==> config.mk <==
export PLATFORM = sky130hd
export DESIGN_NAME = defuse_puzzle_core_flat
export DESIGN_NICKNAME = d
export VERILOG_FILES = /design/src/rtl/defuse_puzzle_core_if.sv /design/src/rtl/defuse_puzzle_core.sv /design/src/flat_wrapper.sv
export SDC_FILE = /design/constraint.sdc
export NUM_CORES = 1
export LEC_CHECK = 0
export BUFFER_PORTS_ARGS = -buffer_cell sky130_fd_sc_hd__buf_2
export CORE_ASPECT_RATIO = 1.2
export CORE_MARGIN = 2
export CORE_UTILIZATION = 35
export DETAILED_ROUTE_END_ITERATION = 10
export MAX_ROUTING_LAYER = met4
export SYNTH_ARGS = -nofsm -noshare
export SYNTH_HDL_FRONTEND = slang
export SYNTH_SLANG_ARGS = --single-unit
==> constraint.sdc <==
create_clock -name clk -period 4.5 [get_ports clk]
set_input_delay 0 -clock clk [delete_from_list [all_inputs] [get_ports clk]]
set_output_delay 0 -clock clk [all_outputs]
set_load 0.01 [all_outputs]
==> src/rtl/defuse_puzzle_core_if.sv <==
// Handshake/status bundle between the defuse puzzle core and its user.
// The master side drives the player inputs; the slave side is the core.
interface defuse_puzzle_core_if #(
  parameter int N_SCREENS = 4,
  parameter int SYM_W     = 2,
  parameter int PERIOD_W  = 8
);
  // rand_req is the deal request ("rand" is a reserved word in SystemVerilog)
  logic                       rand_req;
  logic                       set;
  logic [N_SCREENS-1:0]       switch;
  logic                       enable;
  logic [2:0]                 check;
  logic [PERIOD_W-1:0]        period;
  logic [N_SCREENS*SYM_W-1:0] screens;
  logic [SYM_W-1:0]           main;
  logic [2:0]                 strikes;

  modport master (
    output rand_req, set, switch, enable,
    input  check, period, screens, main, strikes
  );

  modport slave (
    input  rand_req, set, switch, enable,
    output check, period, screens, main, strikes
  );
endinterface

==> src/rtl/defuse_puzzle_core.sv <==
// Defuse puzzle game core: deals a random puzzle from a free-running Galois LFSR,
// runs a countdown and scores switch-bank answers with a strike limit.
module defuse_puzzle_core #(
  parameter int                   N_SCREENS   = 4,
  parameter int                   SYM_W       = 2,
  parameter int                   LFSR_W      = 16,
  parameter logic [LFSR_W-1:0]    LFSR_TAPS   = 16'hB400,
  parameter logic [LFSR_W-1:0]    SEED        = 16'hACE1,
  parameter int                   PERIOD_W    = 8,
  parameter logic [PERIOD_W-1:0]  PERIOD_INIT = 8'd200,
  parameter int                   TICK_DIV    = 1000,
  parameter logic [PERIOD_W-1:0]  PENALTY     = 8'd20,
  parameter int                   MAX_STRIKES = 3
) (
  input logic                   clk,
  input logic                   rst,
  defuse_puzzle_core_if.slave   bus
);

  localparam int IDX_W = $clog2(N_SCREENS);
  localparam int CNT_W = (TICK_DIV > 1) ? $clog2(TICK_DIV) : 1;
  localparam int SCR_W = N_SCREENS * SYM_W;

  typedef enum logic [2:0] {
    ST_IDLE     = 3'd0,
    ST_DEAL     = 3'd1,
    ST_ARMED    = 3'd2,
    ST_DEFUSED  = 3'd3,
    ST_EXPLODED = 3'd4
  } state_t;

  state_t                state_r;
  state_t                state_s;
  logic [LFSR_W-1:0]     lfsr_r;
  logic [LFSR_W-1:0]     lfsr_s;
  logic                  rand_r;
  logic                  set_r;
  logic                  rand_edge_s;
  logic                  score_s;
  logic                  timeout_s;
  logic                  answer_ok_s;
  logic                  wrong_s;
  logic                  tick_wrap_s;
  logic [CNT_W-1:0]      tick_r;
  logic [CNT_W-1:0]      tick_s;
  logic [PERIOD_W-1:0]   period_r;
  logic [PERIOD_W-1:0]   period_s;
  logic [PERIOD_W-1:0]   period_dec_s;
  logic [SCR_W-1:0]      screens_r;
  logic [SCR_W-1:0]      screens_s;
  logic [SCR_W-1:0]      deal_screens_s;
  logic [SYM_W-1:0]      main_r;
  logic [SYM_W-1:0]      main_s;
  logic [SYM_W-1:0]      deal_main_s;
  logic [IDX_W-1:0]      deal_idx_s;
  logic [2:0]            strikes_r;
  logic [2:0]            strikes_s;
  logic [2:0]            strikes_inc_s;
  logic [2:0]            check_r;
  logic [2:0]            check_s;
  logic [N_SCREENS-1:0]  match_mask_s;

  // Galois step; the all-zero lock-up state recovers to SEED
  always_comb begin
    lfsr_s = lfsr_r;
    if (lfsr_r == {LFSR_W{1'b0}}) begin
      lfsr_s = SEED;
    end else if (lfsr_r[0]) begin
      lfsr_s = (lfsr_r >> 1) ^ LFSR_TAPS;
    end else begin
      lfsr_s = lfsr_r >> 1;
    end
  end

  // free-running LFSR and input edge-detect registers
  always_ff @(posedge clk or posedge rst) begin
    if (rst) begin
      lfsr_r <= SEED;
      rand_r <= 1'b0;
      set_r  <= 1'b0;
    end else begin
      lfsr_r <= lfsr_s;
      rand_r <= bus.rand_req;
      set_r  <= bus.set;
    end
  end

  assign rand_edge_s   = bus.rand_req & ~rand_r;
  assign score_s       = bus.set & ~set_r & bus.enable;
  assign timeout_s     = (period_r == {PERIOD_W{1'b0}});
  assign tick_wrap_s   = bus.enable && (tick_r == CNT_W'(TICK_DIV - 1));
  assign strikes_inc_s = strikes_r + 3'd1;
  assign answer_ok_s   = (bus.switch == match_mask_s);
  assign wrong_s       = (state_r == ST_ARMED) & score_s & ~timeout_s & ~answer_ok_s;

  assign deal_main_s = lfsr_r[LFSR_W-1 -: SYM_W];
  assign deal_idx_s  = lfsr_r[LFSR_W-SYM_W-1 -: IDX_W];

  // puzzle deal with the indexed screen forced to the main symbol, plus match mask
  always_comb begin
    deal_screens_s = {SCR_W{1'b0}};
    match_mask_s   = {N_SCREENS{1'b0}};
    for (int i = 0; i < N_SCREENS; i++) begin
      if (deal_idx_s == IDX_W'(i)) begin
        deal_screens_s[i*SYM_W +: SYM_W] = deal_main_s;
      end else begin
        deal_screens_s[i*SYM_W +: SYM_W] = lfsr_r[i*SYM_W +: SYM_W];
      end
      match_mask_s[i] = (screens_r[i*SYM_W +: SYM_W] == main_r);
    end
  end

  // FSM state register
  always_ff @(posedge clk or posedge rst) begin
    if (rst) begin
      state_r <= ST_IDLE;
    end else begin
      state_r <= state_s;
    end
  end

  // FSM next state: timeout outranks a same-cycle answer
  always_comb begin
    state_s = state_r;
    case (state_r)
      ST_IDLE, ST_DEFUSED, ST_EXPLODED: begin
        if (rand_edge_s) begin
          state_s = ST_DEAL;
        end else begin
          state_s = state_r;
        end
      end
      ST_DEAL: state_s = ST_ARMED;
      ST_ARMED: begin
        if (timeout_s) begin
          state_s = ST_EXPLODED;
        end else if (score_s && answer_ok_s) begin
          state_s = ST_DEFUSED;
        end else if (wrong_s && (strikes_inc_s == 3'(MAX_STRIKES))) begin
          state_s = ST_EXPLODED;
        end else begin
          state_s = ST_ARMED;
        end
      end
      default: state_s = ST_IDLE;
    endcase
  end

  // FSM output decode, taken from the next state so check lines up with it
  always_comb begin
    check_s = 3'b000;
    case (state_s)
      ST_ARMED:    check_s = 3'b001;
      ST_DEFUSED:  check_s = 3'b010;
      ST_EXPLODED: check_s = 3'b100;
      default:     check_s = 3'b000;
    endcase
  end

  // round datapath next values
  always_comb begin
    tick_s       = tick_r;
    period_s     = period_r;
    period_dec_s = period_r;
    strikes_s    = strikes_r;
    screens_s    = screens_r;
    main_s       = main_r;
    case (state_r)
      ST_DEAL: begin
        screens_s = deal_screens_s;
        main_s    = deal_main_s;
        period_s  = PERIOD_INIT;
        strikes_s = 3'd0;
        tick_s    = {CNT_W{1'b0}};
      end
      ST_ARMED: begin
        if (!timeout_s) begin
          if (tick_wrap_s) begin
            tick_s       = {CNT_W{1'b0}};
            period_dec_s = period_r - PERIOD_W'(1);
          end else if (bus.enable) begin
            tick_s       = tick_r + CNT_W'(1);
            period_dec_s = period_r;
          end else begin
            tick_s       = tick_r;
            period_dec_s = period_r;
          end
          if (wrong_s) begin
            strikes_s = strikes_inc_s;
            period_s  = (period_dec_s >= PENALTY) ? (period_dec_s - PENALTY)
                                                  : {PERIOD_W{1'b0}};
          end else begin
            period_s = period_dec_s;
          end
        end else begin
          period_s = period_r;
        end
      end
      default: begin
        period_s = period_r;
      end
    endcase
  end

  // registered round outputs
  always_ff @(posedge clk or posedge rst) begin
    if (rst) begin
      check_r   <= 3'b000;
      tick_r    <= {CNT_W{1'b0}};
      period_r  <= {PERIOD_W{1'b0}};
      screens_r <= {SCR_W{1'b0}};
      main_r    <= {SYM_W{1'b0}};
      strikes_r <= 3'd0;
    end else begin
      check_r   <= check_s;
      tick_r    <= tick_s;
      period_r  <= period_s;
      screens_r <= screens_s;
      main_r    <= main_s;
      strikes_r <= strikes_s;
    end
  end

  assign bus.check   = check_r;
  assign bus.period  = period_r;
  assign bus.screens = screens_r;
  assign bus.main    = main_r;
  assign bus.strikes = strikes_r;

endmodule

==> src/flat_wrapper.sv <==
// flat-port wrapper written by rule: the top's interface ports become plain ports
module defuse_puzzle_core_flat 
#(
  parameter int                   N_SCREENS   = 4,
  parameter int                   SYM_W       = 2,
  parameter int                   LFSR_W      = 16,
  parameter logic [LFSR_W-1:0]    LFSR_TAPS   = 16'hB400,
  parameter logic [LFSR_W-1:0]    SEED        = 16'hACE1,
  parameter int                   PERIOD_W    = 8,
  parameter logic [PERIOD_W-1:0]  PERIOD_INIT = 8'd200,
  parameter int                   TICK_DIV    = 1000,
  parameter logic [PERIOD_W-1:0]  PENALTY     = 8'd20,
  parameter int                   MAX_STRIKES = 3
)
  (clk, rst, bus_rand_req, bus_set, bus_switch, bus_enable, bus_check, bus_period, bus_screens, bus_main, bus_strikes);
  defuse_puzzle_core_if #(.N_SCREENS(N_SCREENS), .SYM_W(SYM_W), .PERIOD_W(PERIOD_W)) bus_i ();
  input logic clk;
  input logic rst;
  input wire logic [$bits(bus_i.rand_req)-1:0] bus_rand_req;
  input wire logic [$bits(bus_i.set)-1:0] bus_set;
  input wire logic [$bits(bus_i.switch)-1:0] bus_switch;
  input wire logic [$bits(bus_i.enable)-1:0] bus_enable;
  output wire logic [$bits(bus_i.check)-1:0] bus_check;
  output wire logic [$bits(bus_i.period)-1:0] bus_period;
  output wire logic [$bits(bus_i.screens)-1:0] bus_screens;
  output wire logic [$bits(bus_i.main)-1:0] bus_main;
  output wire logic [$bits(bus_i.strikes)-1:0] bus_strikes;
  assign bus_i.rand_req = bus_rand_req;
  assign bus_i.set = bus_set;
  assign bus_i.switch = bus_switch;
  assign bus_i.enable = bus_enable;
  assign bus_check = bus_i.check;
  assign bus_period = bus_i.period;
  assign bus_screens = bus_i.screens;
  assign bus_main = bus_i.main;
  assign bus_strikes = bus_i.strikes;
  defuse_puzzle_core #(.N_SCREENS(N_SCREENS), .SYM_W(SYM_W), .LFSR_W(LFSR_W), .LFSR_TAPS(LFSR_TAPS), .SEED(SEED), .PERIOD_W(PERIOD_W), .PERIOD_INIT(PERIOD_INIT), .TICK_DIV(TICK_DIV), .PENALTY(PENALTY), .MAX_STRIKES(MAX_STRIKES)) u_core (.clk(clk), .rst(rst), .bus(bus_i));
endmodule
==> flow_metrics.py, run 1 <==
metrics = {
    "synth": {
        "synthTopCellsByArea": "dfrtp_1, dfstp_2, o21ai_0, xor2_1, a21oi_1",
        "synth.distinct_cells": 53,
        "async_reset_ff_share_pct": 100,
        "synth_ff_type": "dfrtp_1",
        "yosysTopAreaCellShare_pct": 38.3,
        "synth.largest_area_cell": "dfrtp_1",
        "ys_seq_area_share_pct": 45.1,
        "netlist_instances": 324,
        "syn_area_per_cell_um2": 9.49,
        "yosys_warnings": 0,
        "yosys_register_bits": 55,
        "synth-edff-count": 0,
        "synth_nets": 340,
        "mappedNetlistArea_mm2": 0.00307,
    },
    "finish": {
        "nets": 368,
        "final_cell_mix": "dfrtp_1, buf_2, o21ai_0",
        "fill_cells": 830,
        "syn2layout_area_growth_pct": 12.2,
        "num_antenna_cells": 0,
        "final_common_cell": "dfrtp_1",
        "drive_gt1_share_pct": 18.7,
    },
    "floorplanning": {
        "rows": 37,
        "fp.dieW_um": 89.6,
        "core_mm2": 0.00856,
        "die_h_um": 107,
        "start_util_pct": 35.9,
        "dieArea_mm2": 0.00955,
        "ioPinCount": 33,
    },
    "routing": {
        "drt_iter0_drc": 110,
        "dr.pass1.iters": 4,
        "drt_wl_total_mm": 6.97,
        "vias_per_cell": 5.31,
        "antenna_left": 0,
        "vias": 2497,
        "wl_per_cell_um": 14.8,
        "remaining_drc_errors": 0,
    },
    "timing": {
        "slew_violations": 0,
        "finalSetupViolCount": 0,
        "fin_crit_sh_pct": 76.6,
        "fin_setup_tns_ps": 0,
        "period_needed_ps": 3450,
        "setup_ws_ps": 1050,
        "rsz0062_at_grt": "false",
        "slew_headroom_pct": 20.9,
        "timing.fmax_ghz": 0.290,
        "tightest_slew_ps": 1170,
        "hold_violations": 0,
        "clock_skew_ps": 14.6,
    },
    "placed_design": {
        "gp_congestion": 0.911,
        "hpwl_mm": 5.00,
        "io_buffer_count": 32,
        "place_ws_ps": 1120,
    },
    "critical_path": {
        "path_buf_inv": 0,
        "r2r_slack_ps": 1050,
        "critPathTopFamily": "simple AND/OR/NAND/NOR gates",
        "crit_path_start_kind": "register",
        "cp.arrival_ps": 3700,
        "cp_slowest_cell": "nor4_1",
        "required_ps": 4750,
        "setup.worst_path.class": "register to register",
        "path_cells": "ha_1 > nand4b_2 > nor4_1 > nor2b_1 > xnor2_1 > ha_1 > nand3_1 > or4_1 > nand3_1 > a22o_2 > nand2_1 > o311ai_1 > o21a_1",
        "r2r_cells": 13,
        "max_stage_delay_ps": 470,
        "path_max_fanout": 6,
        "reg2reg_from": "u_core.tick_r[0]$_DFFE_PP0P_",
        "end_kind": "register",
        "reg2reg_to": "u_core.bus.period[6]$_DFFE_PP0P_",
    },
    "clocking": {
        "cts.sinks": 55,
        "cts_tree": "built",
        "clk_pin_slew_ps": 100,
        "cts_made_buffers": 5,
        "root_buffer": "clkbuf_8",
        "worstSkewPairLatency_ps": 300,
        "clk_path_buf_depth": 2,
        "htreeDepth": 2,
    },
    "power": {
        "p_switching_mw": 0.728,
        "irDropWorstVdd_mv": 0.261,
        "p_int_mw": 1.01,
        "pwr_density_cell_mw_per_mm2": 503,
        "seq_power_share_pct": 41.2,
        "p_leak_nw": 1.47,
        "power_frac_clock_pct": 16.2,
        "switching_share_pct": 42.0,
        "total_power_mw": 1.73,
        "power_frac_comb_pct": 42.7,
    },
    "grt": {
        "antenna_found_initial": 0,
        "grt_pass1_wl_mm": 11.8,
        "grtUsageMet2_pct": 24.4,
        "grt.total_usage_pct": 15.9,
        "grt_overflow": 0,
        "busiest_layer": "met2",
        "grtUsageMet3_pct": 2.39,
        "grt_max_degree": 56,
        "first_global_vias": 2392,
        "use_met1_pct": 21.8,
    },
    "outcome": {
        "status": "complete, no violations",
    },
    "min_path": {
        "min_to": "u_core.tick_r[7]$_DFFE_PP0P_",
        "hold_path.startpoint": "bus_enable",
        "hold_depth": 3,
        "min_path_type": "primary input to register",
    },
    "run": {
        "cap_viol_max_count": 0,
    },
}
registers in the layout (all words and copies together) (netlist names):
| signal | cells |
|---|---|
| u_core.bus.screens | 8 |
| u_core.bus.period | 8 |
| u_core.rand_r | 1 |
| u_core.bus.main | 2 |
| u_core.set_r | 1 |
| u_core.lfsr_r | 16 |
| u_core.tick_r | 10 |
| u_core.bus.check | 3 |
| u_core.bus.strikes | 3 |
| u_core.state_r | 3 |
through the flow:
step	hold WS (ps)	util, %	instance area [um^2]	std cells
finish	154	40.3	3450	470
global route	150	40.3	3450	470
CTS	133	40.3	3450	470
detailed placement	125	38.9	3330	459
floorplan	31.4	-	3070	324
global placement	121	38.9	3330	459
worst reg2reg max path: stages, from the launching register on:
cell	delay (ps)
dfrtp_1	420
ha_1	290
nand4b_2	240
nor4_1	470
nor2b_1	240
xnor2_1	190
ha_1	250
nand3_1	70
or4_1	400
nand3_1	90
a22o_2	210
nand2_1	100
o311ai_1	280
o21a_1	150
final cells by class:
cell class | count | area, um^2 | area share [%]
clock inverter | 1 | 5.00 | 0.145
sequential | 55 | 1390 | 40.2
multi-input combinational | 241 | 1570 | 45.4
clock buffer | 7 | 86.3 | 2.50
timing repair buffer | 39 | 220 | 6.38
inverter | 10 | 37.5 | 1.09
tap | 117 | 146 | 4.24
worst max path at each step:
stage          slack, ps                          from                          endpoint  depth (start not counted)
4_1_cts             1100  u_core.tick_r[0]$_DFFE_PP0P_  u_core.bus.period[6]$_DFFE_PP0P_                         13
5_1_grt              730  u_core.tick_r[0]$_DFFE_PP0P_  u_core.bus.period[6]$_DFFE_PP0P_                         13
3_3_place_gp        1280  u_core.tick_r[0]$_DFFE_PP0P_  u_core.bus.period[6]$_DFFE_PP0P_                         13
2_1_floorplan       1480  u_core.tick_r[0]$_DFFE_PP0P_  u_core.bus.period[6]$_DFFE_PP0P_                         13
3_5_place_dp        1120  u_core.tick_r[0]$_DFFE_PP0P_  u_core.bus.period[6]$_DFFE_PP0P_                         13
6_report            1050  u_core.tick_r[0]$_DFFE_PP0P_  u_core.bus.period[6]$_DFFE_PP0P_                         13
Yosys cell counts, types with 2 or more instances:
| cell type | n |
|---|---|
| or3_1 | 5 |
| o22a_1 | 2 |
| mux2i_1 | 8 |
| o2bb2ai_1 | 3 |
| and2_1 | 3 |
| o21ai_0 | 30 |
| ha_1 | 7 |
| nand4b_2 | 2 |
| o211ai_1 | 3 |
| o21a_1 | 4 |
| nor4_1 | 5 |
| clkbuf_1 | 12 |
| nor3_1 | 7 |
| a21oi_1 | 19 |
| dfrtp_1 | 47 |
| xor2_1 | 12 |
| inv_1 | 10 |
| mux2_2 | 3 |
| nand3_1 | 14 |
| o22ai_1 | 2 |
| and4b_1 | 3 |
| or3b_1 | 2 |
| a21o_1 | 2 |
| nand2_1 | 18 |
| dfstp_2 | 8 |
| nand2b_1 | 9 |
| nand4_1 | 6 |
| nor2b_1 | 6 |
| nand3b_1 | 3 |
| nor2_1 | 25 |
| a31oi_1 | 2 |
| a21boi_0 | 3 |
| buf_2 | 3 |
| o31ai_1 | 6 |
| and3_1 | 5 |
| or2_2 | 3 |
| or4_1 | 2 |
| xnor2_1 | 5 |
power by group through the flow:
stage	Sequential [mW]	Combinational [mW]	Clock, mW
6_report	0.713	0.740	0.280
5_1_grt	0.730	0.840	0.317
4_1_cts	0.714	0.744	0.295
3_5_place_dp	0.723	0.737	0
3_3_place_gp	0.720	0.731	0
2_1_floorplan	0.710	0.529	0
logic make-up after synthesis:
family,Yosys count,synth area share (%)
xor+xnor,17,4.84
flops,55,45.1
buf+inv,28,3.91
fa+ha+maj,7,2.85
compound gates,84,16.8
mux,11,3.70
simple gates,122,22.8
metal layers:
metal / wire length [um] / part of all wire [%]
met1: 3220 / 46
met2: 3370 / 48
met3: 276 / 4.0
met4: 108 / 1.5
met5: 0 / 0
timing repair:
| item | CTS | global route |
|---|---|---|
| setup buffers | 0 | 0 |
| resized for setup | 0 | 0 |
| endpoints found under the hold margin | 49 | 0 |
| hold buffers | 3 | 0 |
Power figures use the tool's default switching activity.
==> run 2: changes to the inputs <==
Clock period 4.5 ns to 2.8 ns, I/O delays scaled along.
==> flow_metrics.py, run 2 (synthesized netlist as in run 1, its figures left out) <==
metrics = {
    "critical_path": {
        "setup.worst_path.class": "register to register",
        "path_buf_inv": 0,
        "critPathTopFamily": "simple AND/OR/NAND/NOR gates",
        "end_kind": "register",
        "path_cells": "ha_4 > nand4b_4 > nor4_4 > nor2b_4 > xnor2_2 > ha_2 > nand3_2 > or4_1 > nand3_1 > a22o_4 > o21a_1 > and3_1 > o22a_1",
        "cp_slowest_cell": "dfrtp_1",
        "crit_path_start_kind": "register",
        "path_max_fanout": 4,
        "max_stage_delay_ps": 410,
        "cp.arrival_ps": 3040,
        "required_ps": 3070,
    },
    "timing": {
        "slew_violations": 0,
        "slew_headroom_pct": 16.2,
        "period_needed_ps": 2780,
        "finalSetupViolCount": 0,
        "fin_setup_tns_ps": 0,
        "fin_crit_sh_pct": 99.1,
        "rsz0062_at_grt": "true",
        "hold_violations": 0,
        "tightest_slew_ps": 1240,
        "timing.fmax_ghz": 0.360,
        "clock_skew_ps": 4.10,
    },
    "grt": {
        "grt.total_usage_pct": 16.5,
        "first_global_vias": 2610,
        "grt_max_degree": 38,
        "grt_overflow": 0,
        "antenna_found_initial": 0,
        "grt_pass1_wl_mm": 12.2,
    },
    "finish": {
        "largest_reg_flops": 16,
        "nets": 396,
        "reg.largest.list": "u_core.lfsr_r x16, u_core.tick_r x10",
        "syn2layout_area_growth_pct": 23.1,
        "largest_register": "u_core.lfsr_r",
        "final_cell_count_no_fill": 498,
        "drive_gt1_share_pct": 28.9,
        "final_util_pct": 44.2,
        "final_cell_mix": "dfrtp_1, buf_2, o21ai_0, buf_4, nor2_1",
        "final_common_cell": "dfrtp_1",
        "num_antenna_cells": 0,
        "fin_area_mm2": 0.00378,
    },
    "clocking": {
        "htreeDepth": 2,
        "clk_path_buf_depth": 2,
        "cts_tree": "built",
        "root_buffer": "clkbuf_8",
        "cts.sinks": 55,
        "worstSkewPairLatency_ps": 320,
        "cts_made_buffers": 5,
        "clk_pin_slew_ps": 110,
    },
    "placed_design": {
        "placed_cell_area_mm2": 0.00355,
        "hpwl_mm": 5.44,
        "gp_congestion": 0.955,
        "io_buffer_count": 32,
        "place_inst": 482,
    },
    "routing": {
        "remaining_drc_errors": 0,
        "dr.pass1.iters": 4,
        "wl_met3_um": 260,
        "antenna_left": 0,
        "vias_per_cell": 5.29,
        "wl_per_cell_um": 14.7,
        "drt_iter0_drc": 162,
        "wl_met2_mm": 3.73,
        "wl_met1_mm": 3.17,
        "vias": 2635,
        "dr.max_layer_used": "met4",
        "drt_wl_total_mm": 7.31,
    },
    "run": {
        "cap_viol_max_count": 0,
    },
    "power": {
        "p_leak_nw": 1.63,
        "pwr_density_cell_mw_per_mm2": 771,
        "irDropWorstVdd_mv": 0.397,
    },
    "min_path": {
        "min_path_type": "primary input to register",
    },
    "floorplanning": {
        "start_util_pct": 35.9,
        "die_h_um": 107,
        "ioPinCount": 33,
        "rows": 37,
        "core_mm2": 0.00856,
        "fp.dieW_um": 89.6,
        "dieArea_mm2": 0.00955,
    },
    "outcome": {
        "status": "complete, no violations",
    },
}
## run 2: metal layers
metal | vias up | track usage (%)
met5 | - | -
met4 | 0 | 5.12
met3 | 13 | 2.62
met2 | 58 | 26.6
met1 | 1281 | 21.2
li1 | 1283 | -
## run 2: worst paths after layout
path                       cells after the start                         start                          endpoint  slack, ps
setup / recovery                              13  u_core.tick_r[1]$_DFFE_PP0P_  u_core.bus.period[5]$_DFFE_PP0P_         20
hold / removal                                 3                    bus_enable      u_core.tick_r[7]$_DFFE_PP0P_        180
setup reg to reg                              13  u_core.tick_r[1]$_DFFE_PP0P_  u_core.bus.period[5]$_DFFE_PP0P_         20
hold reg to reg                                0    u_core.lfsr_r[9]$_DFF_PP0_        u_core.lfsr_r[8]$_DFF_PP0_        410
max in group asynchronous                      4                           rst       u_core.state_r[0]$_DFF_PP0_       1690
min in group asynchronous                      3                           rst        u_core.lfsr_r[9]$_DFF_PP0_        370
## run 2: power by group
group	switching [mW]	internal, mW	total, mW
clock	0.283	0.181	0.464
combinational	0.749	0.548	1.30
sequential	0.214	0.943	1.16
total	1.25	1.67	2.92
## run 2: tightest hold or removal path, stage by stage
cell and delay (ps):
buf_2 140, nand4_1 220, o31ai_1 100
## run 2: per-stage QoR
step / setup slack, ps / hold WS, ps / power (mW)
2_1_floorplan: 11.7 / 31.4 / 2.00
3_5_place_dp: -47.4 / 133 / 2.41
3_3_place_gp: 45.7 / 126 / 2.38
4_1_cts: 14.2 / 187 / 2.88
5_1_grt: -127 / 207 / 3.13
6_report: 24.7 / 183 / 2.92
## run 2: what timing repair did
action | 4_1_cts | 5_1_grt
gates resized for setup | 2 | 12
setup buffers | 2 | 4
endpoints found under the setup margin | 1 | 8
pin swaps | 3 | 9
hold buffers | 3 | 0
hold endpoints to repair | 30 | 0
## run 2: final cells by class
class                           count  area, um^2
Clock buffer                        5        68.8
Clock inverter                      3        23.8
Fill cell                         830        4780
Inverter                           10        37.5
Multi-Input combinational cell    241        1680
Sequential cell                    55        1390
Tap cell                          117         146
Timing Repair Buffer               67         438
==> run 3: changes to the inputs <==
Clock period 2.8 ns to 3.4 ns, I/O delays scaled along.
==> flow_metrics.py, run 3 (synthesized netlist as in run 1, its figures left out) <==
metrics = {
    "finish": {
        "drive_gt1_share_pct": 20.5,
        "largest_reg_flops": 16,
        "nets": 371,
        "final_common_cell": "dfrtp_1",
        "syn2layout_area_growth_pct": 13.4,
        "largest_register": "u_core.lfsr_r",
        "final_cell_mix": "dfrtp_1, buf_2, o21ai_0",
        "num_antenna_cells": 0,
        "reg.largest.list": "u_core.lfsr_r x16, u_core.tick_r x10",
    },
    "critical_path": {
        "end_kind": "register",
        "required_ps": 3660,
        "cp_slowest_cell": "dfrtp_1",
        "reg2reg_to": "u_core.bus.period[6]$_DFFE_PP0P_",
        "setup.worst_path.class": "register to register",
        "cp-startpoint": "u_core.tick_r[3]$_DFFE_PP0P_",
        "path_common_cell": "nand3_1",
        "path_cells": "nand4b_2 > nor4_2 > nor2b_2 > xnor2_1 > ha_1 > nand3_1 > or4_1 > nand3_1 > a22o_2 > nand2_1 > o311ai_1 > o21a_1",
        "cp_num_cells": 12,
        "cp.arrival_ps": 3380,
        "crit_path_start_kind": "register",
        "critPathTopFamily": "simple AND/OR/NAND/NOR gates",
        "r2r_cells": 12,
        "max_stage_delay_ps": 450,
        "crit_end": "u_core.bus.period[6]$_DFFE_PP0P_",
        "path_max_fanout": 7,
        "path_buf_inv": 0,
        "r2r_slack_ps": 280,
        "reg2reg_from": "u_core.tick_r[3]$_DFFE_PP0P_",
    },
    "timing": {
        "clock_skew_ps": 7.10,
        "timing.fmax_ghz": 0.321,
        "hold_violations": 0,
        "rsz0062_at_grt": "false",
        "period_needed_ps": 3120,
        "tightest_slew_ps": 1180,
        "fin_setup_tns_ps": 0,
        "fin_crit_sh_pct": 91.7,
        "slew_violations": 0,
        "slew_headroom_pct": 20.5,
        "finalSetupViolCount": 0,
    },
    "floorplanning": {
        "core_mm2": 0.00856,
        "dieArea_mm2": 0.00955,
        "die_h_um": 107,
        "fp.dieW_um": 89.6,
        "start_util_pct": 35.9,
        "ioPinCount": 33,
        "rows": 37,
    },
    "placed_design": {
        "gp_congestion": 0.945,
        "hpwl_mm": 5.22,
        "io_buffer_count": 32,
    },
    "min_path": {
        "min_path_type": "primary input to register",
    },
    "routing": {
        "vias": 2490,
        "drt_iter0_drc": 87,
        "remaining_drc_errors": 0,
        "wl_per_cell_um": 15.1,
        "dr.pass1.iters": 4,
        "antenna_left": 0,
        "drt_wl_total_mm": 7.14,
        "vias_per_cell": 5.26,
    },
    "clocking": {
        "root_buffer": "clkbuf_8",
        "post_cts_buffers": 0,
        "cts_made_buffers": 5,
        "cts.sinks": 55,
        "cts_tree": "built",
        "htreeDepth": 2,
        "clk_path_buf_depth": 2,
        "worstSkewPairLatency_ps": 310,
        "clk_pin_slew_ps": 110,
    },
    "grt": {
        "grt.total_usage_pct": 16.6,
        "grt_max_degree": 34,
        "antenna_found_initial": 0,
        "grt_pass1_wl_mm": 12.3,
        "first_global_vias": 2490,
        "grt_overflow": 0,
    },
    "power": {
        "p_leak_nw": 1.48,
        "total_power_mw": 2.32,
        "pwr_density_cell_mw_per_mm2": 665,
        "irDropWorstVdd_mv": 0.353,
    },
    "run": {
        "cap_viol_max_count": 0,
    },
    "outcome": {
        "status": "complete, no violations",
    },
}
-- run 3: metrics by stage --
stage / utilization (%) / setup WS (ps) / cells / hold slack [ps] / area, um^2
global route: 40.7 / 1.17 / 473 / 148 / 3490
global placement: 39.1 / 377 / 462 / 126 / 3350
CTS: 40.6 / 187 / 473 / 107 / 3480
floorplan: - / 381 / 324 / 31.4 / 3070
finish: 40.7 / 283 / 473 / 120 / 3490
detailed placement: 39.1 / 244 / 462 / 129 / 3350
-- run 3: worst min path at each step --
stage / start / end / slack, ps / cells past startpoint
after floorplan: bus_rand_req / u_core.rand_r$_DFF_PP0_ / 30 / 0
after global placement: bus_rand_req / u_core.rand_r$_DFF_PP0_ / 130 / 1
after detailed placement: bus_rand_req / u_core.rand_r$_DFF_PP0_ / 130 / 1
after CTS: bus_enable / u_core.tick_r[7]$_DFFE_PP0P_ / 110 / 3
after global routing: bus_enable / u_core.tick_r[4]$_DFFE_PP0P_ / 150 / 3
final: bus_enable / u_core.tick_r[7]$_DFFE_PP0P_ / 120 / 3
-- run 3: where the power goes --
part           internal (mW)  total, mW  switching, mW
clock                  0.154      0.397          0.243
combinational          0.388      0.974          0.586
sequential             0.776      0.949          0.173
total                   1.32       2.32           1.00
-- run 3: metal layers --
metal | global-route usage, % | vias up | part of all wire (%)
met5 | - | - | 0
met4 | 4.80 | 0 | 1.9
met3 | 2.69 | 14 | 3.5
met2 | 26.7 | 58 | 49
met1 | 21.4 | 1192 | 46
li1 | - | 1226 | -
-- run 3: what timing repair did --
item                                    4_1_cts  5_1_grt
hold endpoints to repair                     27        0
gates resized for setup                       0        3
hold buffers                                  3        0
endpoints found under the setup margin        0        6
-- run 3: cell type report --
cell class	instances	area [um^2]
inverters	10	37.5
multi-input cells	241	1580
clock buffers	5	68.8
fillers	835	5080
flip-flops and latches	55	1390
well taps	117	146
clock inverters	3	26.3
repair buffers	42	243
-- run 3: worst register-to-register path, delay by kind of cell, from the launching register on --
family | cells | cell delay (ps)
flip-flops | 1 | 450
XOR/XNOR | 1 | 190
adder cells (fa/ha/maj) | 1 | 260
AO/OA/AOI/OAI | 3 | 630
AND/OR/NAND/NOR | 7 | 1530
